<file path="config.mk">
export PLATFORM = sky130hd
export DESIGN_NAME = mips_run_monitor
export DESIGN_NICKNAME = d
export VERILOG_FILES = /design/src/rtl/mips_run_monitor.sv
export SDC_FILE = /design/constraint.sdc
export NUM_CORES = 2
export LEC_CHECK = 0
export CAP_MARGIN = 10
export CELL_PAD_IN_SITES_DETAIL_PLACEMENT = 1
export CELL_PAD_IN_SITES_GLOBAL_PLACEMENT = 2
export CORE_MARGIN = 1
export CORE_UTILIZATION = 38
export DETAILED_ROUTE_END_ITERATION = 10
export PLACE_DENSITY_LB_ADDON = 0.25
export SLEW_MARGIN = 10
export SYNTH_ARGS = -nofsm -noshare
export SYNTH_HDL_FRONTEND = slang
export SYNTH_SLANG_ARGS = --single-unit
</file>
<file path="constraint.sdc">
create_clock -name clk -period 2.8 [get_ports clk]
set_input_delay 0.56 -clock clk [delete_from_list [all_inputs] [get_ports clk]]
set_output_delay 0.56 -clock clk [all_outputs]
set_load 0.005 [all_outputs]
</file>
<file path="src/rtl/mips_run_monitor.sv">
// -----------------------------------------------------------------------------
// mips_run_monitor
//
// Run monitor for the single-cycle MIPS core. It watches the core's PC and
// register-file write port while a run is active and keeps a shadow copy of
// the register file. A run ends in one of two ways:
//   - halt: the PC has been unchanged for HALT_REPEAT consecutive cycles.
//   - timeout: the cycle budget MAX_CYCLES is used up.
// The monitor then streams the final PC and every shadow register out over a
// valid/ready port.
//
// Ports:
//   clk, rst_n        core clock, asynchronous active-low reset
//   start             one-cycle pulse that begins a run (from IDLE or DONE)
//   pc                core program counter
//   reg_we/waddr/wdata core register-file write port (snooped)
//   dump_valid/ready  dump stream handshake
//   dump_is_pc        current beat carries the final PC
//   dump_index        register index of the current beat (0 on the PC beat)
//   dump_data         beat payload
//   busy              high in RUN and DUMP
//   done              dump complete, results held
//   timeout           last run ended by budget rather than by halt
//   cycle_count       RUN cycles of the current/last run
// -----------------------------------------------------------------------------
module mips_run_monitor #(
    parameter int DATA_W      = 32,
    parameter int PC_W        = 32,
    parameter int NUM_REGS    = 32,
    parameter int MAX_CYCLES  = 4096,
    parameter int HALT_REPEAT = 3,
    localparam int CYC_W      = $clog2(MAX_CYCLES + 1),
    localparam int IDX_W      = $clog2(NUM_REGS)
) (
    input  logic              clk,
    input  logic              rst_n,
    input  logic              start,
    input  logic [PC_W-1:0]   pc,
    input  logic              reg_we,
    input  logic [4:0]        reg_waddr,
    input  logic [DATA_W-1:0] reg_wdata,
    output logic              dump_valid,
    input  logic              dump_ready,
    output logic              dump_is_pc,
    output logic [IDX_W-1:0]  dump_index,
    output logic [DATA_W-1:0] dump_data,
    output logic              busy,
    output logic              done,
    output logic              timeout,
    output logic [CYC_W-1:0]  cycle_count
);

    localparam int SAME_W = $clog2(HALT_REPEAT + 1);
    localparam int BEAT_W = $clog2(NUM_REGS + 1);

    localparam logic [SAME_W:0]   HALT_TGT  = (SAME_W + 1)'(HALT_REPEAT);
    localparam logic [CYC_W-1:0]  LAST_CYC  = CYC_W'(MAX_CYCLES - 1);
    localparam logic [BEAT_W-1:0] LAST_BEAT = BEAT_W'(NUM_REGS);

    typedef enum logic [1:0] {
        S_IDLE,
        S_RUN,
        S_DUMP,
        S_DONE
    } state_t;

    state_t            state;
    logic [DATA_W-1:0] shadow [NUM_REGS];
    logic [PC_W-1:0]   prev_pc;
    logic              have_prev;
    logic [SAME_W-1:0] same_cnt;
    logic [BEAT_W-1:0] beat;

    logic wr_hit;
    logic pc_same;
    logic halt_hit;
    logic budget_hit;

    // PC is zero-extended or truncated to the payload width.
    function automatic logic [DATA_W-1:0] fit_pc(input logic [PC_W-1:0] p);
        logic [DATA_W-1:0] r;
        r = '0;
        for (int i = 0; i < DATA_W; i++) begin
            if (i < PC_W) r[i] = p[i];
        end
        return r;
    endfunction

    always_comb begin
        wr_hit     = 1'b0;
        pc_same    = 1'b0;
        halt_hit   = 1'b0;
        budget_hit = 1'b0;

        // Register 0 is hard-wired zero; addresses beyond the shadow are dropped.
        wr_hit = reg_we && (reg_waddr != 5'd0) && (32'(reg_waddr) < NUM_REGS);

        // The first RUN cycle has no previous PC to compare against.
        pc_same = have_prev && (pc == prev_pc);

        // Halt fires on the cycle whose comparison brings the run of equal PCs
        // up to HALT_REPEAT.
        halt_hit = pc_same && (({1'b0, same_cnt} + 1'b1) == HALT_TGT);

        // This cycle's increment brings cycle_count to MAX_CYCLES.
        budget_hit = (cycle_count == LAST_CYC);
    end

    always_ff @(posedge clk or negedge rst_n) begin
        if (!rst_n) begin
            state       <= S_IDLE;
            prev_pc     <= '0;
            have_prev   <= 1'b0;
            same_cnt    <= '0;
            beat        <= '0;
            dump_valid  <= 1'b0;
            dump_is_pc  <= 1'b0;
            dump_index  <= '0;
            dump_data   <= '0;
            busy        <= 1'b0;
            done        <= 1'b0;
            timeout     <= 1'b0;
            cycle_count <= '0;
            for (int i = 0; i < NUM_REGS; i++) shadow[i] <= '0;
        end else begin
            case (state)
                S_IDLE, S_DONE: begin
                    if (start) begin
                        state       <= S_RUN;
                        busy        <= 1'b1;
                        done        <= 1'b0;
                        timeout     <= 1'b0;
                        cycle_count <= '0;
                        same_cnt    <= '0;
                        have_prev   <= 1'b0;
                        for (int i = 0; i < NUM_REGS; i++) shadow[i] <= '0;
                    end
                end

                S_RUN: begin
                    cycle_count <= cycle_count + 1'b1;
                    prev_pc     <= pc;
                    have_prev   <= 1'b1;
                    same_cnt    <= pc_same ? same_cnt + 1'b1 : '0;

                    // Writes in the final RUN cycle are still captured.
                    if (wr_hit) shadow[reg_waddr[IDX_W-1:0]] <= reg_wdata;

                    if (halt_hit || budget_hit) begin
                        state      <= S_DUMP;
                        timeout    <= !halt_hit;
                        beat       <= '0;
                        dump_valid <= 1'b1;
                        dump_is_pc <= 1'b1;
                        dump_index <= '0;
                        dump_data  <= fit_pc(pc);
                    end
                end

                S_DUMP: begin
                    // dump_valid is always high here; a beat moves only on ready,
                    // so the presented beat is held unchanged through stalls.
                    if (dump_ready) begin
                        if (beat == LAST_BEAT) begin
                            state      <= S_DONE;
                            dump_valid <= 1'b0;
                            dump_is_pc <= 1'b0;
                            dump_index <= '0;
                            dump_data  <= '0;
                            busy       <= 1'b0;
                            done       <= 1'b1;
                        end else begin
                            // Beat k (k>=1) carries shadow[k-1]; beat holds k-1.
                            beat       <= beat + 1'b1;
                            dump_is_pc <= 1'b0;
                            dump_index <= beat[IDX_W-1:0];
                            dump_data  <= shadow[beat[IDX_W-1:0]];
                        end
                    end
                end

                default: begin
                    state <= S_IDLE;
                end
            endcase
        end
    end

endmodule

</file>
After elaboration in Yosys (flattened, before gate mapping)
Cells that the tools add are included.
{"block": "word_totals", "input_bits": 74, "word_cells": 133, "ff_bits": 1122}
{"block": "op_classes", "mux": 46, "n_reduce_logical": 20, "bitwise_logic": 2, "n_lt_le_gt_ge": 3, "n_addsub": 4, "eq_ne": 13}
{"operator": "2-to-1 mux 1024 bit", "count": 2}
{"operator": "one-hot mux 1024 bit (2 select lines)", "count": 1}
{"operator": "bitwise mux 1024 bit", "count": 1}
{"operator": "2-to-1 mux 32 bit", "count": 6}
{"operator": "binary-select mux 32 bit (select 5 bit)", "count": 1}
{"operator": "demux 32 bit (select 5 bit)", "count": 1}
{"operator": "one-hot mux 32 bit (2 select lines)", "count": 1}
{"operator": "equality test 32 bit", "count": 1}
{"operator": "one-hot mux 13 bit (2 select lines)", "count": 1}
{"operator": "2-to-1 mux 6 bit", "count": 3}
{"operator": "AND reduction 4 bit", "count": 4}
{"operator": "2-to-1 mux 5 bit", "count": 3}
{"operator": "adder 13 x 1 -> 13 bit (second input constant)", "count": 1}
{"operator": "equality test 13 x 12 -> 1 bit (second input constant)", "count": 1}
{"operator": "2-to-1 mux 13 bit", "count": 1}
{"operator": "greater-or-equal comparator 6 bit (second input constant)", "count": 2}
{"operator": "2-to-1 mux 2 bit", "count": 6}
{"operator": "!= test 2 bit (second input constant)", "count": 6}
{"operator": "inverter 5 -> 6 bit", "count": 2}
{"operator": "one-hot mux 1 bit (2 select lines)", "count": 6}
{"operator": "one-hot mux 6 bit (2 select lines)", "count": 1}
{"operator": "one-hot mux 5 bit (2 select lines)", "count": 1}
{"operator": "2-to-1 mux 1 bit", "count": 9}
{"operator": "AND reduction 3 bit", "count": 3}
{"operator": "other kinds (18)", "count": 24}

Depth between registers and ports, before layout
{"block": "logic_depth", "word_depth": 8, "mapped_depth": 13, "depth_no_buf": 8}

Worst setup path before layout
Ideal clock, no wire load.
{"block": "synth_timing", "path_type": "reg2reg", "startpoint": "register beat[0]", "endpoint": "register dump_data[13]", "path_slack_ns": -0.276, "period_less_slack_ns": 3.076, "required_ns": 2.708, "arrival_time_ns": 2.984, "path_stages_with_launch": 14, "setup_time_ns": 0.092, "path_buffers": 6, "path_cell_list": "dfrtp_1 clkbuf_1 buf_1 buf_2 buf_2 buf_2 inv_1 ha_1 nand3_1 nor2_1 nor2_1 clkbuf_1 a221oi_1 o31ai_2"}
{"block": "synth_via", "elab_chain_len": 7, "word_cells_on_any_way": 8, "cone_classes": "1 x eq/ne; 6 x mux; 1 x bitwise"}
{"item": "start, declared", "line_no": "72", "rtl": "logic [BEAT_W-1:0] beat;"}
{"item": "start signal, assigned", "line_no": "174", "rtl": "beat <= beat + 1'b1;"}
{"item": "inverter 5 -> 6 bit (not written as such)", "line_no": "177", "rtl": "dump_data <= shadow[beat[IDX_W-1:0]];"}
{"item": "binary-select mux 32 bit (select 5 bit)", "line_no": "177"}
{"item": "2-to-1 mux 32 bit (not written as such) (2 in a row)", "line_no": "177"}
{"item": "2-to-1 mux 32 bit (*)", "line_no": "164", "rtl": "if (beat == LAST_BEAT) begin"}
{"item": "2-to-1 mux 32 bit (*)", "line_no": "163", "rtl": "if (dump_ready) begin"}
{"item": "one-hot mux 32 bit (2 select lines) (*)", "line_no": "126", "rtl": "case (state)"}
{"item": "end signal, assigned", "line_no": "156", "rtl": "dump_data <= fit_pc(pc);"}
{"item": "end signal, assigned", "line_no": "177"}
{"item": "end, declared", "line_no": "46", "rtl": "output logic [DATA_W-1:0] dump_data,"}
Every way passes the cells marked *; elsewhere a longest branch is shown, timed or not. The select of a mux whose other input is x is not followed.
A chain may end at the register's enable or synchronous reset.

Worst setup path in the final report
{"block": "layout_timing", "startpoint": "register prev_pc[28]", "endpoint": "register beat[0]"}
{"block": "layout_via", "elab_chain_len": 6}
{"item": "start, declared", "line_no": "69", "rtl": "logic [PC_W-1:0] prev_pc;"}
{"item": "start signal, assigned", "line_no": "142", "rtl": "prev_pc <= pc;"}
{"item": "equality test 32 bit", "line_no": "99", "rtl": "pc_same = have_prev && (pc == prev_pc);"}
{"item": "logical AND 1 bit", "line_no": "99"}
{"item": "logical AND 1 bit", "line_no": "103", "rtl": "halt_hit = pc_same && (({1'b0, same_cnt} + 1'b1) == HALT_TGT);"}
{"item": "logical OR 1 bit", "line_no": "149", "rtl": "if (halt_hit || budget_hit) begin"}
{"item": "!= test 2 bit (no line)"}
{"item": "AND reduction 4 bit (no line)"}
Every way passes these cells.

==> summary.txt <==
Outcome
  – Status: finished with violations
  – Violated checks: setup timing

Finish
  – Layout cell share with drive strength beyond 1: about a fifth
  – Non-filler cells, final: 6605
  – Synth-to-Final Area Change: 23.3%
  – Cell area after layout: 60700 um^2
  – Layout Nets: 4860

Synthesis
  – Number of synthesized flops with an enable pin: 0
  – Synth Warn #: 0
  – Syn Std Cell Area: approximately 49000 um^2
  – Synth Flop Type: dfrtp_1
  – Syn avg cell area: roughly 11 um^2
  – Synth Net Count: 4597
  – Area leader, netlist: dfrtp_1
  – Synthesized flop and latch total: roughly 1100
  – Synth top cells by count: nand2_1 (1158), dfrtp_1 (1122), o21ai_0 (1029)
  – Netlist cell types: 57
  – Post-synthesis cell count: 4516
  – Fraction of registers with async set/reset: 100%
  – Largest cells by area after synthesis: dfrtp_1 (57%), mux4_2 (13%), o21ai_0 (10%), nand2_1 (8.8%), clkbuf_1 (2.8%)
  – Post-synth top area share: 57.0%
  – Top-count cell post-synth: nand2_1
  – Register area share after synthesis: 57.0%

Route
  – DR pass1 iterations: 5
  – Wirelength per Cell: 27.7 um
  – Routed WL: 183000 um
  – Post-route DRC: 0
  – DR iter-0 viols: 2781
  – DR vias/cell: 5.72
  – Routed Antenna Nets: 0
  – Via count: 37748

Critical path
  – Crit path to: beat[0]$_DFFE_PN0P_
  – FF-to-FF End: beat[0]$_DFFE_PN0P_
  – Worst r2r path cells: 8
  – Crit path capture type: flip-flop
  – CP Launch Point: prev_pc[28]$_DFFE_PN0P_
  – Reg2reg start: prev_pc[28]$_DFFE_PN0P_
  – Slowest-stage cell, CP: or4_4
  – Cell Chain, Critical Path: xor2_1, or4_1, or4_4, o41a_1, buf_6, a21bo_4, a21o_1, mux2_4
  – Critical path arrival: 3.54 ns
  – R2r setup slk: -0.14 ns
  – Family with the most delay on the worst path: simple AND/OR/NAND/NOR gates
  – Critical path depth: 8
  – Critical path class: flip-flop to flip-flop
  – CP Max Fanout: 7
  – CP bufs+invs: 1
  – CP required: around 3.4 ns
  – Crit-path max cell delay: 0.53 ns
  – Worst setup SP type: flip-flop

Die
  – I/O pins: around 130
  – DIE AREA: 131000 um^2
  – Core Region: 128000 um^2
  – Chip width: 362 um
  – Starting Density: 38.5%
  – Chip height: approximately 360 um
  – Number of core rows: around 130

Clocking
  – Max clock buf depth: 3
  – Reg clk slew, reported paths: 0.06 ns
  – Clk_lat worst skew: 0.74 ns
  – CTS tree: built
  – CTS root buffer: clkbuf_16
  – CTS H-tree depth: 3
  – CTS Buf Count: 120
  – Sink Count: 1122

Pwr
  – Power per cell area: 697 nW/um^2
  – Combinational power share: between 10% and 20%
  – Clk pwr share: 39.0%
  – Internal power consumption: 31.2 mW
  – Worst vdd ir: 467 uV
  – Sw frac: 26.2%
  – Switching power: 11.1 mW
  – Sequential power share: between 40 and 50%
  – Leak: 27.3 nW

Placed design
  – Final GP Congestion: 0.825
  – PortBufs: about 130
  – Placed Cells: 6366
  – Final HPWL DP: 115000 um
  – Dpl cell area: 55900 um^2

Timing
  – Max-slew violations: 0
  – Final Hold Vio Count: 0
  – Fin crit period: 2.94 ns
  – Post-route clock period utilization: 105%
  – Clk_skew: roughly 0.023 ns
  – Slew margin rel.: 40.9%
  – RSZ-0062 raised after global routing: true
  – Final setup vio count: 38
  – Worst slew pin tran: 0.883 ns
  – Setup slack after layout: -0.137 ns
  – Fmax: 341 MHz

Run
  – Max_cap viols: 0

GRT
  – Pin count of the biggest net entering global routing: 81
  – Initial antenna violation count: 2
  – First-pass GRT wire length: approximately 280000 um
  – All-Layer GR Usage: about 28%
  – Vias in the first global route: 40848
  – Grt ovf: 0

Min path
  – HP Class: primary input to async pin
area by class of cell:
class / instances / area, um^2
diodes: 3 / 7.51
clock buffers: 180 / 3590
clock inverters: 36 / 457
fillers: 13515 / 67300
inverters: 28 / 108
multi-input cells: 2957 / 19900
flip-flops and latches: 1122 / 28100
well taps: 1729 / 2160
repair buffers: 550 / 6370
cell usage in the layout (no fill, tap or decap), types with 5 or more instances in the layout:
master and count:
nand4_1 13, buf_16 9, bufinv_16 10, a21oi_1 22, clkbuf_16 126, ha_1 6, mux2_2 33, nand2b_1 5
a221oi_1 18, o21ai_0 1029, o31ai_2 13, dfrtp_1 1118, o32a_1 7, mux2i_1 54, nor3_2 5, nand2_4 16
mux4_2 274, inv_1 26, buf_12 133, and2_1 37, nand2_1 1139, o21a_1 10, o31ai_4 11, nor2_1 42
nor3_1 9, and3_1 9, a21o_1 34, xor2_1 26, nand3_1 35, a22oi_1 9, nor4_1 12, buf_4 272
clkdlybuf4s50_1 127, clkbuf_1 27, clkinv_2 18, a221oi_2 8, clkbuf_8 30
logic make-up (layout without fill, tap and decap cells):
family | after synthesis | count (layout) | share of synthesized area (%)
adder cells (fa/ha/maj) | 7 | 7 | 0.178
AO/OA/AOI/OAI | 1204 | 1205 | 13.4
multiplexers | 362 | 362 | 14.4
other | 0 | 3 | 0
buffers and inverters | 438 | 794 | 3.45
AND/OR/NAND/NOR | 1352 | 1352 | 11.0
flip-flops | 1122 | 1122 | 57.0
XOR/XNOR | 31 | 31 | 0.551
worst min-delay path by stage:
stage | from | end | slack [ns] | depth (start not counted)
finish | rst_n | shadow[876]$_DFFE_PN0P_ | 0.36 | 2
global route | rst_n | shadow[876]$_DFFE_PN0P_ | 0.38 | 2
CTS | rst_n | shadow[876]$_DFFE_PN0P_ | 0.35 | 2
detailed placement | shadow[402]$_DFFE_PN0P_ | shadow[402]$_DFFE_PN0P_ | 0.47 | 2
global placement | shadow[907]$_DFFE_PN0P_ | shadow[907]$_DFFE_PN0P_ | 0.46 | 2
floorplan | rst_n | beat[0]$_DFFE_PN0P_ | 0.26 | 0
sequential cells by signal (all words and copies together) (netlist names):
name / flops
dump_index: 5
have_prev: 1
shadow: 1024
done: 1
prev_pc: 32
dump_data: 32
beat: 6
cycle_count: 13
busy: 1
state: 2
dump_valid: 1
timeout: 1
same_cnt: 2
dump_is_pc: 1
per-stage QoR:
step / TNS, ns / hold slack, ns / setup WS, ns / power, mW / utilization [%]
after floorplan: -2.49 / 0.264 / -0.112 / 23.5 / -
after detailed placement: -110.31 / 0.465 / -0.915 / 26.0 / 43.6
final: -2.44 / 0.357 / -0.137 / 42.3 / 47.4
after CTS: -4.14 / 0.347 / -0.167 / 42.6 / 47.1
after global placement: -54.35 / 0.455 / -0.820 / 25.6 / 43.6
after global routing: -5.42 / 0.378 / -0.203 / 44.2 / 47.4
power groups by stage:
stage / Sequential, mW / Clock, mW / Combinational (mW)
2_1_floorplan: 20.1 / 0 / 3.41
3_3_place_gp: 20.4 / 0 / 5.22
3_5_place_dp: 20.6 / 0 / 5.46
4_1_cts: 20.3 / 16.8 / 5.51
5_1_grt: 20.6 / 17.3 / 6.22
6_report: 20.3 / 16.5 / 5.49
metal layers:
layer  up-vias  global-route usage, %  share of wire, %
met2       939                   47.2                49
met4         0                   8.97               2.9
met3       281                   4.63               5.5
met5         -                      0                 0
met1     20257                   38.0                43
li1      16271                      -                 -
what timing repair did:
action | CTS | global route
gates cloned | 7 | 3
hold buffers | 1 | 0
hold endpoints to repair | 18 | 0
endpoints found under the setup margin | 45 | 47
resized for setup | 44 | 49
pin swaps | 12 | 18
setup buffers | 6 | 4
No activity file was read; power rests on OpenSTA's default activity.
